--- src/rtl/alu_pkg.sv ---
// Shared ALU definitions: operation codes, widths and the response bundle
// produced by the execute stage.
package alu_pkg;

    localparam int XLEN = 32;
    localparam int OPW  = 4;

    typedef enum logic [OPW-1:0] {
        ALU_AND = 4'b0000,
        ALU_OR  = 4'b0001,
        ALU_ADD = 4'b0010,
        ALU_SUB = 4'b0110,
        ALU_SLT = 4'b0111,
        ALU_NOR = 4'b1100
    } alu_op_e;

    typedef struct packed {
        logic [XLEN-1:0] result;
        logic            zero;
        logic            overflow;
        logic            illegal;
    } alu_resp_t;

endpackage

--- src/rtl/alu_core.sv ---
// Purely combinational ALU: operation code and operands in, result and flags out.
module alu_core
    import alu_pkg::*;
(
    input  logic [OPW-1:0]  aluoperation,
    input  logic [XLEN-1:0] op_a,
    input  logic [XLEN-1:0] op_b,
    output alu_resp_t       resp
);

    logic [XLEN-1:0] sum;
    logic [XLEN-1:0] diff;

    assign sum  = op_a + op_b;
    assign diff = op_a - op_b;

    always_comb begin
        resp = '0;
        case (aluoperation)
            ALU_AND: resp.result = op_a & op_b;
            ALU_OR:  resp.result = op_a | op_b;
            ALU_NOR: resp.result = ~(op_a | op_b);
            ALU_ADD: begin
                resp.result   = sum;
                resp.overflow = (op_a[XLEN-1] == op_b[XLEN-1]) && (sum[XLEN-1] != op_a[XLEN-1]);
            end
            // B is effectively inverted for SUB, so overflow needs differing operand signs
            ALU_SUB: begin
                resp.result   = diff;
                resp.overflow = (op_a[XLEN-1] != op_b[XLEN-1]) && (diff[XLEN-1] != op_a[XLEN-1]);
            end
            ALU_SLT: resp.result = {{(XLEN-1){1'b0}}, ($signed(op_a) < $signed(op_b))};
            default: resp.illegal = 1'b1;
        endcase
        resp.zero = (resp.result == '0);
    end

endmodule

--- src/rtl/alu_exec_stage.sv ---
// Registered ALU execute stage with a 2-entry skid buffer between the
// decode-side and writeback-side valid/ready handshakes.
module alu_exec_stage
    import alu_pkg::*;
(
    input  logic            clk,
    input  logic            rst,
    input  logic            in_valid,
    output logic            in_ready,
    input  logic [OPW-1:0]  aluoperation,
    input  logic [XLEN-1:0] op_a,
    input  logic [XLEN-1:0] op_b,
    input  logic            flush,
    output logic            out_valid,
    input  logic            out_ready,
    output logic [XLEN-1:0] result,
    output logic            zero,
    output logic            overflow,
    output logic            illegal
);

    typedef enum logic [1:0] {
        S_EMPTY = 2'd0,
        S_ONE   = 2'd1,
        S_TWO   = 2'd2
    } state_e;

    state_e    state;
    alu_resp_t core_resp;
    alu_resp_t out_q;
    alu_resp_t skid_q;
    logic      skid_valid;
    logic      accept;

    alu_core u_core (
        .aluoperation (aluoperation),
        .op_a         (op_a),
        .op_b         (op_b),
        .resp         (core_resp)
    );

    // in_ready comes only from registered state so out_ready never reaches it
    assign skid_valid = (state == S_TWO);
    assign in_ready   = ~rst & ~skid_valid;
    assign accept     = in_valid & in_ready;

    assign out_valid = (state != S_EMPTY);
    assign result    = out_q.result;
    assign zero      = out_q.zero;
    assign overflow  = out_q.overflow;
    assign illegal   = out_q.illegal;

    always_ff @(posedge clk) begin
        if (rst) begin
            state  <= S_EMPTY;
            out_q  <= '0;
            skid_q <= '0;
        end else if (flush) begin
            state <= S_EMPTY;
        end else begin
            case (state)
                S_EMPTY: begin
                    if (accept) begin
                        out_q <= core_resp;
                        state <= S_ONE;
                    end
                end
                S_ONE: begin
                    if (accept && out_ready) begin
                        out_q <= core_resp;
                    end else if (accept) begin
                        skid_q <= core_resp;
                        state  <= S_TWO;
                    end else if (out_ready) begin
                        state <= S_EMPTY;
                    end
                end
                S_TWO: begin
                    if (out_ready) begin
                        out_q <= skid_q;
                        state <= S_ONE;
                    end
                end
                default: state <= S_EMPTY;
            endcase
        end
    end

endmodule

--- config.mk ---
export PLATFORM = sky130hd
export DESIGN_NAME = alu_exec_stage
export DESIGN_NICKNAME = d
export VERILOG_FILES = /design/src/rtl/alu_pkg.sv /design/src/rtl/alu_core.sv /design/src/rtl/alu_exec_stage.sv
export SDC_FILE = /design/constraint.sdc
export NUM_CORES = 1
export LEC_CHECK = 0
export BUFFER_PORTS_ARGS = -buffer_cell sky130_fd_sc_hd__buf_2
export CAP_MARGIN = 20
export CORE_ASPECT_RATIO = 0.75
export CORE_MARGIN = 10
export CORE_UTILIZATION = 29
export DETAILED_ROUTE_END_ITERATION = 8
export REMOVE_ABC_BUFFERS = 1
export SLEW_MARGIN = 40
export SYNTH_ARGS = -nofsm -noshare
export SYNTH_HDL_FRONTEND = slang
export SYNTH_HIERARCHICAL = 1
export SYNTH_SLANG_ARGS = --single-unit
--- constraint.sdc ---
create_clock -name clk -period 4.4 [get_ports clk]
set_input_delay 0.22 -clock clk [delete_from_list [all_inputs] [get_ports clk]]
set_output_delay 0.22 -clock clk [all_outputs]
set_load 0.02 [all_outputs]
==> impl_metrics.csv, run 1 <==
group,metric,value,unit
sta,drv_slew,0,
layout,multiInputGateArea,6857,sq um
layout,mostFrequentLayoutCells,"119 x a21oi_1, 110 x buf_4, 108 x buf_2",
worst_setup_path,cp_max_fo,2,
clocking,clock_latency,340,ps
clocking,cts.sink_count,72,
worst_setup_path,slowest_delay,540,ps
hold_path,min_from,"flush",
placed_design,dp_slack,-181.8,ps
worst_setup_path,worst_ep_arrival_time,4520,ps
yosys,syn_area,9060,sq um
yosys,syn_inst,1247,
power,p_leak,4.815,nW
sta,period_minus_slack,4254,ps
yosys,syn_avg_cell_area,7.265,sq um
layout,design_area,10890,sq um
placed_design,port_buffers,109,
yosys,ys_ff_latch,72,
global_route,gr-total-overflow,0,
die,initial_core_util,29.72,%
drt,firstDrtPassIters,5,
drt,drc,0,
worst_setup_path,r2r_start,"state[0]$_SDFFE_PP0P_",
worst_setup_path,reg2reg_depth,5,
worst_setup_path,cp_slowest_cell,"or4_1",
sta,setup_ws,145.8,ps
worst_setup_path,cp-start-kind,"input port",
yosys,synth_top_cell_by_area,"dfxtp_1",
clocking,ctsHtreeMaxLevel,3,
worst_setup_path,cp_common_cell,"or4_1",
clocking,cts_max_path_buffers,2,
worst_setup_path,worst-r2r-setup-slack,2090,ps
drt,antenna_left,0,
hold_path,holdPathEnd,"state[1]$_SDFFE_PP0P_",
worst_setup_path,worstSetupEndpointType,"flop",
sta,min_period_over_period,96.69,%
layout,seq_area,1441,sq um
global_route,grt_use_total,17.63,%
worst_setup_path,crit_buf_inv,2,
outcome,status,"complete, no violations",
die,die_h,173.1,microns
drt,routedWlPerCell,20.01,microns
clocking,cts_tree,"yes",
clocking,cts-root-buf,"clkbuf_16",
layout,instances_no_fill,1787,
yosys,yosysTopAreaCellShare,15.91,%
clocking,path_clk_slew,60,ps
global_route,first_global_vias,9717,
sta,fin_skew,7.622,ps
layout,nNetsFinal,1552,
drt,routed_wl,35.76,mm
yosys,synth-edff-count,0,
clocking,ctsHoldBuffers,0,
worst_setup_path,r2r_end,"result[0]$_SDFFE_PP0P_",
sta,worst_slew_pin_slew,675.5,ps
global_route,grt_pass1_wl,55.99,mm
placed_design,gp_congestion,0.9435,
die,die_w,224.1,microns
power,pwr_density_cell,234.4,nW/um^2
layout,area_delta_synth_final,20.22,%
yosys,yosys-top-cells-area,"dfxtp_1 16%, ha_1 13%, a21oi_1 6.6%",
global_route,antenna_found_initial,3,
die,io_pins,110,
clocking,numCtsBuffers,9,
yosys,ys_async_sr_fraction,0,%
yosys,yosysWarnings,6,
worst_setup_path,worstSetupPathType,"input port to flop",
die,rows,55,
layout,nFillCells,3251,
die,core,30490,sq um
placed_design,placed_cells,1768,
sta,hold_viol_final,0,
worst_setup_path,cp_top_family,"simple AND/OR/NAND/NOR gates",
sta,max_slew_margin,54.83,%
yosys,synth_ff_type,"dfxtp_1",
drt,dr_total_vias,10276,
yosys,yosysUniqueCellTypes,81,
sta,setup_viol,0,
placed_design,dp_hpwl,27.58,mm
drt,first_iter_violations,859,
global_route,grt_max_degree,51,
placed_design,placed_cell_area,10530,sq um
layout,final_common_cell,"a21oi_1",
yosys,seq_area_frac_synth,15.91,%
power,ir_drop,0.1747,mV
worst_setup_path,path_cells,"buf_2, inv_1, ha_1, a21o_1, a21o_1, a221o_1, a22o_1, or4_1, or4_1, or4b_1, nor4_4, nand4b_1, or4_1, nor4_2, o211ai_1, mux2i_1",
layout,drive_above_1_share,20.79,%
hold_path,hp-class,"input port to flop",
run,max_cap_violations,0,
hold_path,holdPathStages,2,
sta,fmax,235.1,MHz
drt,via_per_inst,5.750,
die,die_area,38780,sq um
worst_setup_path,critPathRequiredTime,4670,ps
## synthesized netlist by cell type (all sizes together), types with 10 or more instances
| master | number |
|---|---|
| dfxtp | 72 |
| mux2i | 40 |
| nand3 | 63 |
| clkbuf | 66 |
| a21oi | 119 |
| a31oi | 10 |
| ha | 97 |
| nor3 | 23 |
| nor2 | 79 |
| a22o | 10 |
| inv | 95 |
| o22ai | 29 |
| a22oi | 30 |
| or3b | 40 |
| o221ai | 10 |
| nor4 | 12 |
| o21ai | 74 |
| a21o | 18 |
| nand2 | 99 |
| buf | 32 |
| o211ai | 47 |
| o21bai | 14 |
| a221o | 10 |
## what timing repair did
action                                  in CTS  in global routing
buffers inserted                             0                  0
gates resized for setup                      0                  4
endpoints found under the setup margin       0                  2
## layout make-up
cell class	instances	share of cell area [%]
Clock inverter	4	0.7007
Clock buffer	12	2.355
Timing Repair Buffer	220	12.83
Multi-Input combinational cell	982	62.95
Inverter	95	3.274
Tap cell	399	4.584
Sequential cell	72	13.23
Antenna cell	3	0.06893
## metrics by stage
stage / total power (W) / setup TNS, ps / hold slack, ps / utilization (%)
after floorplan: 0.001292 / -30030 / 289.1 / -
after global placement: 0.001717 / -28.05 / 445.6 / 34.50
after detailed placement: 0.001722 / -345.5 / 451.4 / 34.54
after CTS: 0.002545 / 0 / 112.3 / 35.63
after global routing: 0.002687 / -42.95 / 126.5 / 35.72
final: 0.002553 / 0 / 127.4 / 35.73
## kinds of logic (layout without fill, tap and decap cells)
kind of cell	Yosys count	count (layout)	synth area share [%]
compound gates	454	454	33.64
other cells	0	3	0
xor+xnor	4	4	0.3866
simple gates	385	385	22.81
flops	72	72	15.91
buf+inv	193	331	8.990
fa+ha+maj	99	99	13.84
mux	40	40	4.419
## layer usage
metal  share of wire [%]  vias up  GRT usage [%]
met5                   0        -              0
met4                0.84        0          2.885
met3                 7.5       25          3.094
met2                  45      384          27.86
met1                  46     4985          24.67
li1                    -     4882              -
## where the power goes
part	switching, W	internal, W	leakage (nW)
Combinational	0.000651	0.000411	4.07
Sequential	0.00000839	0.000666	0.582
Clock	0.000288	0.000529	0.159
Total	0.000947	0.00161	4.81
## flip-flops by register name (all words and copies together), names as in the netlist
register / flops
skid_q: 35
overflow: 1
state: 2
zero: 1
result: 32
illegal: 1
## worst max-delay path by stage
stage	slack (ps)	cells past startpoint	from	end
after floorplan	-860	3	state[0]$_SDFFE_PP0P_	illegal$_SDFFE_PP0P_
after global placement	-30	16	op_a[1]	zero$_SDFFE_PP0P_
after detailed placement	-180	16	op_a[1]	zero$_SDFFE_PP0P_
after CTS	160	16	op_a[1]	zero$_SDFFE_PP0P_
after global routing	-30	16	op_a[1]	zero$_SDFFE_PP0P_
final	150	16	op_a[1]	zero$_SDFFE_PP0P_
(Power assumes the default switching activity.)
==> inputs of run 2 (changes only) <==
--- a/config.mk
+++ b/config.mk
@@ -9,10 +9,11 @@
 export CAP_MARGIN = 20
 export CORE_ASPECT_RATIO = 0.75
 export CORE_MARGIN = 10
-export CORE_UTILIZATION = 29
+export CORE_UTILIZATION = 45
 export DETAILED_ROUTE_END_ITERATION = 8
+export PLACE_DENSITY = 0.67
 export REMOVE_ABC_BUFFERS = 1
-export SLEW_MARGIN = 40
+export SLEW_MARGIN = 20
 export SYNTH_ARGS = -nofsm -noshare
 export SYNTH_HDL_FRONTEND = slang
 export SYNTH_HIERARCHICAL = 1
==> impl_metrics.csv, run 2 (synthesis gave the netlist of run 1 again) <==
group,metric,value,unit
outcome,status,"complete, no violations",
worst_setup_path,cp_max_fo,3,
layout,multiInputGateArea,6868,sq um
power,seqPwrFrac,28.3,%
drt,first_iter_violations,1173,
layout,largest_register,"skid_q",
worst_setup_path,worst_ep_arrival_time,4460,ps
layout,largest_register_ffs,35,
die,core,19540,sq um
run,max_cap_violations,0,
sta,max_slew_margin,39.36,%
sta,setup_viol,0,
placed_design,dp_hpwl,24.93,mm
layout,mostFrequentLayoutCells,"119 x a21oi_1, 109 x buf_2, 106 x buf_4",
power,switchingPower,0.0009348,W
sta,holdWs,139.2,ps
sta,period_minus_slack,4188,ps
clocking,cts_tree,"yes",
die,die_w,183.8,microns
layout,drive_above_1_share,20.56,%
layout,area_delta_synth_final,17.25,%
drt,routed_wl,33.06,mm
drt,antenna_left,0,
drt,routedWlPerCell,20.21,microns
worst_setup_path,worstSetupPathType,"input port to flop",
hold_path,hp-class,"input port to flop",
hold_path,min_from,"flush",
sta,rsz0062_at_grt,"false",
worst_setup_path,startpoint,"op_b[1]",
global_route,grt_use_total,23.88,%
global_route,first_global_vias,9626,
placed_design,gp_congestion,0.9830,
drt,firstDrtPassIters,6,
die,die_area,26270,sq um
power,switching_share,39.20,%
clocking,cts-root-buf,"clkbuf_16",
clocking,clock_latency,340,ps
worst_setup_path,r2r_start,"state[0]$_SDFFE_PP0P_",
power,pwr_density_cell,224.5,nW/um^2
die,die_h,142.9,microns
clocking,ctsHtreeMaxLevel,3,
power,p_clk_share,28.0,%
layout,final_common_cell,"a21oi_1",
sta,fin_skew,8.614,ps
drt,drc,0,
layout,instances_no_fill,1636,
layout,nNetsFinal,1548,
worst_setup_path,critPathRequiredTime,4670,ps
die,io_pins,110,
sta,worst_slew_pin_slew,907.6,ps
sta,min_period_over_period,95.18,%
power,p_leak,4.763,nW
placed_design,placed_cells,1618,
power,combPwrFrac,43.7,%
sta,fmax,238.8,MHz
layout,nFillCells,1894,
worst_setup_path,cp-start-kind,"input port",
clocking,cts.sink_count,72,
clocking,numCtsBuffers,9,
global_route,grt_max_degree,71,
placed_design,port_buffers,109,
drt,dr_total_vias,10260,
clocking,cts_max_path_buffers,2,
global_route,antenna_found_initial,2,
global_route,grt_pass1_wl,51.71,mm
sta,drv_slew,0,
sta,hold_viol_final,0,
worst_setup_path,worstSetupEndpointType,"flop",
power,ir_drop,0.1801,mV
die,initial_core_util,46.36,%
die,rows,44,
drt,via_per_inst,6.271,
power,p_int,0.001450,W
global_route,gr-total-overflow,0,
clocking,ctsHoldBuffers,0,
layout,seq_area,1441,sq um
clocking,path_clk_slew,60,ps
-- run 2: changes by cell type in the layout (fill, tap and decap cells not counted), sizes merged, moves of 2 or more --
cell,delta
buf,-4
bufinv,-2
clkbuf,-2
clkinvlp,+2
-- run 2: power by group through the flow --
stage          clock (W)  combinational (W)  sequential [W]
2_1_floorplan          0           0.000586        0.000706
3_3_place_gp           0            0.00100        0.000688
3_5_place_dp           0            0.00100        0.000689
4_1_cts         0.000680            0.00101        0.000674
5_1_grt         0.000709            0.00112        0.000675
6_report        0.000667            0.00104        0.000674
-- run 2: layer usage --
metal	routed length (microns)	vias to the layer above	GRT usage, %	share of wire (%)
met3	3177	64	5.577	9.6
met4	654	2	5.376	2.0
met2	14090	521	36.63	43
li1	-	4873	-	-
met5	13	-	0	0.039
met1	15120	4800	33.04	46
-- run 2: stage by stage --
stage	worst slack [ps]	area (sq um)	TNS (ps)	util [%]	total power, W
global route	33.00	10620	0	54.33	0.002509
detailed placement	-138.4	10320	-228.8	52.79	0.001693
finish	212.2	10620	0	54.35	0.002385
floorplan	-858.0	8602	-30030	-	0.001292
CTS	197.7	10590	0	54.19	0.002364
global placement	-73.69	10320	-102.8	52.79	0.001688
-- run 2: final timing paths --
kind | slack (ps) | endpoint | cells after the start
hold reg to reg | 450 | result[14]$_SDFFE_PP0P_ | 2
setup reg to reg | 2260 | result[17]$_SDFFE_PP0P_ | 5
hold / removal | 140 | state[1]$_SDFFE_PP0P_ | 2
setup / recovery | 210 | zero$_SDFFE_PP0P_ | 18
-- run 2: area by class of cell --
type / count / share of cell area [%]
Antenna cell: 2 / 0.04711
Sequential cell: 72 / 13.57
Timing Repair Buffer: 216 / 12.82
Clock buffer: 10 / 2.155
Tap cell: 253 / 2.980
Inverter: 95 / 3.357
Clock inverter: 6 / 0.4240
Multi-Input combinational cell: 982 / 64.65
-- run 2: timing repair --
action,4_1_cts,5_1_grt
buffers inserted,0,0
gates resized for setup,0,4
setup endpoints to repair,0,2
-- run 2: critical path, cell delays in order --
cell       delay, ps
buf_2            100
inv_1             60
ha_1             290
a21o_1           150
buf_4            110
nand3_2           90
a2111o_1         510
a2111oi_4        450
o31ai_1          180
buf_4            170
o41ai_1          460
nor2_1            70
a2111oi_0        400
a21oi_1          140
or4_1            590
nor4_4           190
o211ai_1         130
mux2i_1          150
